[config.mk]
export PLATFORM = sky130hd
export DESIGN_NAME = td4_prog_loader
export DESIGN_NICKNAME = d
export VERILOG_FILES = /design/src/rtl/td4_prog_loader.sv
export SDC_FILE = /design/constraint.sdc
export NUM_CORES = 1
export LEC_CHECK = 0
export ABC_AREA = 0
export BUFFER_PORTS_ARGS = -buffer_cell sky130_fd_sc_hd__buf_2
export CORE_ASPECT_RATIO = 1.75
export CORE_UTILIZATION = 45
export CTS_CLUSTER_SIZE = 30
export DETAILED_ROUTE_END_ITERATION = 10
export GPL_ROUTABILITY_DRIVEN = 0
export PLACE_DENSITY_LB_ADDON = 0.12
export SETUP_SLACK_MARGIN = 0.2
export SLEW_MARGIN = 30
export SYNTH_ARGS = -nofsm -noshare
export SYNTH_HDL_FRONTEND = slang
export SYNTH_SLANG_ARGS = --single-unit
[constraint.sdc]
create_clock -name clk -period 3.5 [get_ports clk]
set_clock_uncertainty 0.15 [all_clocks]
set_input_delay 0.7 -clock clk [delete_from_list [all_inputs] [get_ports clk]]
set_output_delay 0.7 -clock clk [all_outputs]
set_load 0.05 [all_outputs]
[src/rtl/td4_prog_loader.sv]
// TD4 program store: 16x8 ROM-style read port for the core plus a byte-wide loader.
// Define TD4_LOADER_CHECKSUM_EN to require a trailing mod-256 checksum byte per image.
module td4_prog_loader (
   input  logic       clk,
   input  logic       clr,
   input  logic [3:0] pc,
   output logic [3:0] cmd,
   output logic [3:0] data,
   output logic       cpu_clr,
   input  logic       ld_start,
   input  logic       ld_valid,
   output logic       ld_ready,
   input  logic [7:0] ld_data,
   output logic [3:0] ld_addr,
   output logic       busy,
   output logic       loaded,
   output logic       err
);

`ifdef TD4_LOADER_CHECKSUM_EN
   typedef enum logic [2:0] {StEmpty, StLoad, StCheck, StRun, StErr} state_e;
   logic [7:0] sum;
`else
   typedef enum logic [2:0] {StEmpty, StLoad, StRun} state_e;
`endif

   state_e     state;
   logic [7:0] mem [16];
   logic       xfer;

   assign xfer = ld_valid && ld_ready;

   // Combinational read: a same-cycle write is seen only after its edge.
   assign cmd  = mem[pc][7:4];
   assign data = mem[pc][3:0];

`ifndef TD4_LOADER_CHECKSUM_EN
   assign err = 1'b0;
`endif

   always_ff @(posedge clk or negedge clr) begin
      if (!clr) begin
         state    <= StEmpty;
         for (int i = 0; i < 16; i++) mem[i] <= 8'h00;
         ld_addr  <= 4'd0;
         cpu_clr  <= 1'b0;
         ld_ready <= 1'b0;
         busy     <= 1'b0;
         loaded   <= 1'b0;
`ifdef TD4_LOADER_CHECKSUM_EN
         err      <= 1'b0;
         sum      <= 8'h00;
`endif
      end else begin
         // One cycle behind the state so the core sees reset after the last byte.
         cpu_clr <= (state == StRun);
         if (ld_start) begin
            // Restart from any state; a coincident transfer is dropped.
            state    <= StLoad;
            ld_addr  <= 4'd0;
            ld_ready <= 1'b1;
            busy     <= 1'b1;
            loaded   <= 1'b0;
`ifdef TD4_LOADER_CHECKSUM_EN
            err      <= 1'b0;
            sum      <= 8'h00;
`endif
         end else begin
            case (state)
               StLoad: begin
                  if (xfer) begin
                     mem[ld_addr] <= ld_data;
                     ld_addr      <= ld_addr + 4'd1;
`ifdef TD4_LOADER_CHECKSUM_EN
                     sum          <= sum + ld_data;
                     if (ld_addr == 4'd15) state <= StCheck;
`else
                     if (ld_addr == 4'd15) begin
                        state    <= StRun;
                        ld_ready <= 1'b0;
                        busy     <= 1'b0;
                        loaded   <= 1'b1;
                     end
`endif
                  end
               end
`ifdef TD4_LOADER_CHECKSUM_EN
               StCheck: begin
                  if (xfer) begin
                     ld_ready <= 1'b0;
                     busy     <= 1'b0;
                     if (ld_data == sum) begin
                        state  <= StRun;
                        loaded <= 1'b1;
                     end else begin
                        state <= StErr;
                        err   <= 1'b1;
                     end
                  end
               end
`endif
               default: ;
            endcase
         end
      end
   end

endmodule
# After elaboration in Yosys (flattened, before gate mapping)

Index checks and enable logic that the tools add are counted.
Widths: inputs -> output; s select.

Bits in registers: 138
Input port bits: 16
Output and inout port bits: 17
Logic and storage cells: 60

Add/subtract/negate cells: 1
$lt $le $gt $ge: 3
Equal/unequal tests: 3
Muxes and demuxes: 21
Bitwise gates (word level): 3
Reduce and logical (&&, ||, !) cells: 8

Operators with widths:

| cell                | count |
|---|---|
| $bwmux 128          | 1 |
| $bmux 8 s4          | 1 |
| $demux 8 s4         | 1 |
| $mux 8              | 3 |
| $mux 3              | 4 |
| $mux 4              | 3 |
| $ge 5x5->1 const B  | 2 |
| $not 4->5           | 2 |
| $mux 1              | 8 |
| $reduce_and 3->1    | 2 |
| $reduce_bool 2->1   | 3 |
| $lt 5x1->1 const B  | 1 |
| $add 4x1->4 const B | 1 |
| $eq 4x4->1 const B  | 1 |
| $eq 3x1->1 const B  | 1 |
| $eq 3x2->1 const B  | 1 |
| $logic_and 1x1->1   | 2 |
| $reduce_and 2->1    | 1 |
| $not 1->1           | 1 |

# Depth between registers and ports, before layout

Gate-level depths: netlist of run 1.

Depth after elaboration: 6
Depth in mapped cells: 6
Depth with buffers taken out: 5

# Worst setup path after synthesis of run 1

Ideal clock, no wire load.

Path type: input-to-output
Start: input port pc[0]
End: output port cmd[0]
Data arrival time: 2.233 ns
Path slack: 0.417 ns
Stages on the path: 5
Cell sequence: clkbuf_1 > buf_2 > mux4_2 > a22oi_1 > nand2_1

Cells in the longest elaborated chain, start to end: 4

RTL lines:

| element                         | line | text |
|---|---|---|
| start, declared                 | 6    | `input logic [3:0] pc,` |
| $not 4->5 (not written as such) | 34   | `assign cmd = mem[pc][7:4];` |
| $bmux 8 s4                      | 34   |  |
| $mux 8 (2 in series)            | --   |  |
| end, declared                   | 7    | `output logic [3:0] cmd,` |

No other way between the ends. The select of a mux whose other input is x is not followed.

# Worst setup path in the final report of run 1

Start: input port pc[0]
End: output port data[1]

Cells in the longest elaborated chain, start to end: 4

RTL lines:

| element                                    | line | text |
|---|---|---|
| $not 4->5 (not written as such)            | 35   | `assign data = mem[pc][3:0];` |
| $bmux 8 s4                                 | 35   |  |
| $mux 8 (not written as such) (2 in series) | 35   |  |
| end, declared                              | 8    | `output logic [3:0] data,` |

No other way between the ends. The select of a mux whose other input is x is not followed.

==> impl_metrics.env, run 1 <==
export IMPL_cts_max_level=4
export IMPL_grt_pass1_wl_um=21600
export IMPL_cellLeakagePower_nw=3.49
export IMPL_status="completed"
export IMPL_finalSetupViolations=0
export IMPL_ys_seq_area_share_pct=54.0
export IMPL_vias_per_cell=5.71
export IMPL_vias=3500
export IMPL_slew_viol_final=0
export IMPL_cp_max_fo=32
export IMPL_final_setup_tns_ps=0
export IMPL_die_area_um2=14400
export IMPL_ys_types=38
export IMPL_required_ps=2650
export IMPL_critPathMaxStageDelay_ps=540
export IMPL_layout_drive_gt1_share_pct=56.3
export IMPL_dp_cells=581
export IMPL_synth_edff_count=0
export IMPL_die_width_um=91.1
export IMPL_totalWireLength_um=13500
export IMPL_fill_cells=1154
export IMPL_fin_crit_sh_pct=87.1
export IMPL_instances_no_fill=613
export IMPL_maxUsedRoutingLayer="met4"
export IMPL_grt_max_degree=74
export IMPL_synth_main_ff_cell="dfrtp_1"
export IMPL_clockBufferDepth=2
export IMPL_cts_tree="built"
export IMPL_syn_num_nets=414
export IMPL_clock_root_buffer="clkbuf_16"
export IMPL_cap_viol_max_count=0
export IMPL_layout_common_cells="dfrtp_1, mux2_2, mux4_2"
export IMPL_cts_sinks=135
export IMPL_start_kind="input pin"
export IMPL_ioPinCount=33
export IMPL_drt_first_pass_iters=5
export IMPL_synth_cells=394
export IMPL_hpwlAfterDp_um=8750
export IMPL_synth_warnings=0
export IMPL_synth_seq_cells=135
export IMPL_start_util_pct=46.5
export IMPL_cts_buffers=17
export IMPL_wire_per_inst_um=22.0
export IMPL_r2r_cells=3
export IMPL_reg2reg_setup_slack_ps=1180
export IMPL_avgSynthCellArea_um2=15.9
export IMPL_fp_row_count=56
export IMPL_drtIter0Drc=159
export IMPL_grt_antenna_before_repair=0
export IMPL_async_flop_share_pct=100
export IMPL_worstMarginPinSlew_ps=846
export IMPL_p_total_w=0.00419
export IMPL_period_minus_slack_ps=3050
export IMPL_postCtsSetupBuffers=0
export IMPL_wl_met3_um=435
export IMPL_final_common_cell="dfrtp_1"
export IMPL_grt_pass1_vias=3762
export IMPL_startpoint="pc[0]"
export IMPL_grt_setup_unrepaired="no"
export IMPL_chipHeight_um=158
export IMPL_fin_nets=446
export IMPL_peakVddDrop_mv=0.329
export IMPL_clk_latency_ps=410
export IMPL_finish_utilization_pct=54.1
export IMPL_cts_hold_buf=0
export IMPL_maxSlewHeadroom_pct=43.3
export IMPL_reg2reg_from="state[0]"
export IMPL_worstSetupPathType="in2out"
export IMPL_clk_pin_slew_ps=60
export IMPL_drt_met1_wl_um=5700
export IMPL_power_per_cell_area_nw_per_um2=576
export IMPL_regArea_um2=3380
export IMPL_diodes=0
export IMPL_r2r_end="mem[1]"
export IMPL_min_path_type="in2async"
export IMPL_ctsResizeCount=0
export IMPL_crit_arrival_ps=2200
export IMPL_multi_input_area_um2=2750
export IMPL_place_port_buffers=31
export IMPL_remaining_drc_errors=0
export IMPL_cp_end_kind="primary output"
export IMPL_crit_end="data[1]"
export IMPL_cpMostUsedCell="buf_2"
export IMPL_grt_remaining_overflow=0
export IMPL_syn_area_um2=6260
export IMPL_area_growth_pct=16.2
export IMPL_ant_nets=0
export IMPL_fmax_mhz=328
export IMPL_core_um2=13500
export IMPL_crit_slowest_cell="mux4_2"
export IMPL_crit_chain="buf_2, buf_12, mux4_2, a22oi_1, nand2_1, buf_2"
export IMPL_hold_viol_final=0
export IMPL_track_usage_pct=20.8
export IMPL_met2WireLength_um=7240
critical path, delay by kind of cell:
family                 cells  cell delay, ps
multiplexers               1             540
AND/OR/NAND/NOR            1              80
buffers and inverters      3             590
AO/OA/AOI/OAI              1             280
Yosys cell counts (2+ instances only):
| cell | count | area share [%] |
|---|---|---|
| nand2_1 | 9 | 0.54 |
| a22oi_1 | 16 | 1.9 |
| buf_1 | 2 | 0.12 |
| buf_4 | 3 | 0.36 |
| nor2b_1 | 3 | 0.30 |
| mux2_4 | 8 | 1.9 |
| mux4_2 | 32 | 12 |
| ha_1 | 4 | 0.80 |
| buf_2 | 5 | 0.40 |
| clkbuf_1 | 14 | 0.84 |
| nand3_2 | 9 | 1.4 |
| mux2_2 | 120 | 22 |
| nand4_1 | 2 | 0.20 |
| nor2_1 | 6 | 0.36 |
| xnor2_1 | 2 | 0.28 |
| inv_1 | 3 | 0.18 |
| dfrtp_1 | 135 | 54 |
how the worst min path moves through the flow:
stage	start	to	cells past startpoint
finish	clr	mem[124]	1
global route	clr	mem[100]	1
CTS	clr	mem[100]	1
detailed placement	mem[72]	mem[72]	1
global placement	mem[67]	mem[67]	1
floorplan	clr	cpu_clr	0
stage by stage:
| step | cell area [um^2] | hold WS, ps | worst slack [ps] |
|---|---|---|---|
| after detailed placement | 6610 | 337 | 446 |
| after CTS | 7270 | 180 | 443 |
| after global routing | 7270 | 216 | 343 |
| after floorplan | 6260 | 254 | 417 |
| final | 7270 | 149 | 453 |
| after global placement | 6610 | 332 | 443 |
cell families (layout without fill, tap and decap cells):
logic type      after synthesis  count (layout)  share of synthesized area (%)
fa+ha+maj                     4               4                          0.800
buf+inv                      28              73                           2.08
mux                         161             161                           35.2
compound gates               20              20                           2.36
xor+xnor                      2               2                          0.280
other cells                   1               1                         0.0599
flops                       135             135                           54.0
simple gates                 43              43                           5.22
layout make-up:
| class | count | area share [%] |
|---|---|---|
| clock buffer | 21 | 6.47 |
| tap | 174 | 2.99 |
| multi-input combinational | 231 | 37.8 |
| inverter | 3 | 0.155 |
| clock inverter | 11 | 2.68 |
| sequential | 135 | 46.5 |
| timing repair buffer | 38 | 3.46 |
sequential cells by signal, indices dropped and copies added, names as in the netlist:
| signal | flops |
|---|---|
| mem | 128 |
| ld_addr | 4 |
| state | 2 |
| cpu_clr | 1 |
per-layer routing:
metal | vias to the layer above | global-route usage [%]
met5 | - | 0
met4 | 0 | 5.90
met3 | 11 | 4.61
met2 | 66 | 36.4
met1 | 1880 | 25.8
li1 | 1543 | -
where the power goes:
part | internal (W) | leakage (nW) | switching [W]
clock | 0.00132 | 0.315 | 0.000656
sequential | 0.00170 | 1.83 | 0.0000706
combinational | 0.000228 | 1.35 | 0.000213
total | 0.00325 | 3.49 | 0.000940
No activity file was read; power rests on OpenSTA's default activity.
==> run 2, diff against run 1 <==
- CAP_MARGIN: default -> 20
- clock period: 3.5 -> 2.8 ns (I/O delays scaled with it)
==> run 2 against run 1 <==
  * Design area rose by 3.3%
  * Combinational power increased by 38%
  * Critical path depth stayed put
  * Largest power group unchanged
  * Critical endpoint is now cmd[3]
==> impl_metrics.env, run 2 (synthesis results as in run 1) <==
export IMPL_cts_max_level=4
export IMPL_grt_pass1_wl_um=22500
export IMPL_largest_register_ff_count=128
export IMPL_clk_pin_slew_ps=60
export IMPL_slew_viol_final=0
export IMPL_cp_end_kind="primary output"
export IMPL_finalSetupViolations=0
export IMPL_hold_end="ld_addr[3]"
export IMPL_drtIter0Drc=172
export IMPL_worstSetupPathType="in2out"
export IMPL_crit_arrival_ps=1850
export IMPL_timing_hold_ws_ps=260
export IMPL_drt_first_pass_iters=4
export IMPL_hpwlAfterDp_um=9140
export IMPL_required_ps=2090
export IMPL_worst_hold_startpoint="ld_start"
export IMPL_core_um2=13500
export IMPL_reg_top3="mem x128, ld_addr x4, state x2"
export IMPL_chipHeight_um=158
export IMPL_crit_slowest_cell="mux4_2"
export IMPL_fill_cells=1129
export IMPL_totalWireLength_um=13600
export IMPL_min_path_type="in2reg"
export IMPL_crit_buf_inv=3
export IMPL_cap_viol_max_count=0
export IMPL_fmax_mhz=390
export IMPL_layout_common_cells="dfrtp_1, mux2_2, mux4_2"
export IMPL_path_delay_family="multiplexers"
export IMPL_fp_row_count=56
export IMPL_peakVddDrop_mv=0.395
export IMPL_clock_root_buffer="clkbuf_16"
export IMPL_regMostFlops="mem"
export IMPL_vias_per_cell=5.67
export IMPL_crit_chain="buf_8, buf_12, mux4_2, a22oi_1, nand2_2, buf_4"
export IMPL_place_port_buffers=31
export IMPL_cellLeakagePower_nw=3.56
export IMPL_period_minus_slack_ps=2560
export IMPL_wire_per_inst_um=21.9
export IMPL_reg2reg_setup_slack_ps=740
export IMPL_grt_pass1_vias=3868
export IMPL_cts_buffers=17
export IMPL_power_per_cell_area_nw_per_um2=694
export IMPL_remaining_drc_errors=0
export IMPL_critPathMaxStageDelay_ps=520
export IMPL_min_delay_path_depth=2
export IMPL_postCtsSetupBuffers=0
export IMPL_reg2reg_from="ld_addr[1]"
export IMPL_track_usage_pct=21.4
export IMPL_maxSlewHeadroom_pct=55.4
export IMPL_vias=3531
export IMPL_cts_tree="built"
export IMPL_fin_crit_sh_pct=91.5
export IMPL_start_kind="input pin"
export IMPL_die_area_um2=14400
export IMPL_die_width_um=91.1
export IMPL_clk_latency_ps=410
export IMPL_fin_nets=457
export IMPL_ant_nets=0
export IMPL_grt_antenna_before_repair=0
export IMPL_worstMarginPinSlew_ps=666
export IMPL_r2r_end="mem[112]"
export IMPL_final_common_cell="dfrtp_1"
export IMPL_grt_max_degree=58
export IMPL_grt_setup_unrepaired="yes"
export IMPL_ioPinCount=33
export IMPL_diodes=0
export IMPL_grt_remaining_overflow=0
export IMPL_status="completed"
export IMPL_clockBufferDepth=2
export IMPL_start_util_pct=46.5
export IMPL_final_setup_tns_ps=0
export IMPL_cts_sinks=135
export IMPL_hold_viol_final=0
export IMPL_layout_drive_gt1_share_pct=61.9
export IMPL_cp_max_fo=7
export IMPL_r2r_cells=5
export IMPL_area_growth_pct=20.1
## run 2: cell count changes in the layout (fill, tap and decap cells not counted), sizes merged
cell	delta
clkinv	-1
dlygate4sd3	+1
inv	+1
bufinv	-1
buf	+10
## run 2: power breakdown
part | switching (W) | internal (W)
Combinational | 0.000290 | 0.000321
Sequential | 0.0000881 | 0.00212
Clock | 0.000829 | 0.00156
Total | 0.00121 | 0.00401
## run 2: how the worst max path moves through the flow
stage | slack [ps] | cells after the start | to | start
global placement | 60 | 6 | data[3] | pc[0]
detailed placement | 7 | 5 | cmd[0] | pc[3]
finish | 240 | 6 | cmd[3] | pc[0]
floorplan | 250 | 5 | cmd[0] | pc[0]
CTS | 200 | 6 | data[0] | pc[0]
global route | 190 | 6 | data[0] | pc[0]
## run 2: layout make-up
cell class / instances / area [um^2] / share of cell area (%)
sequential: 135 / 3380 / 45.0
multi-input combinational: 231 / 2830 / 37.7
clock buffer: 21 / 470 / 6.26
timing repair buffer: 49 / 434 / 5.78
tap: 174 / 218 / 2.90
clock inverter: 10 / 169 / 2.25
inverter: 3 / 11.3 / 0.150
## run 2: routing by layer
layer  global-route usage (%)  vias to the layer above  part of all wire [%]  routed length (um)
met2                     37.0                       54                    54                7370
met5                        0                        -                     0                   0
met1                     26.4                     1905                    42                5760
li1                         -                     1563                     -                   -
met4                     7.71                        0                   1.3                 173
met3                     4.42                        9                   2.5                 336
## run 2: metrics by stage
step	setup WS [ps]	utilization [%]	area [um^2]	cells	power (W)
detailed placement	6.76	49.8	6700	589	0.00282
floorplan	253	-	6300	394	0.00264
finish	239	55.9	7510	623	0.00521
CTS	201	55.7	7490	623	0.00526
global route	188	55.9	7510	623	0.00542
global placement	58.3	49.8	6700	589	0.00280
## run 2: repair_timing
| item | in CTS | in global routing |
|---|---|---|
| gates resized for setup | 25 | 7 |
| endpoints found under the hold margin | 38 | 0 |
| gates cloned | 2 | 0 |
| endpoints found under the setup margin | 8 | 6 |
| hold buffers | 1 | 0 |
| pin swaps | 2 | 3 |
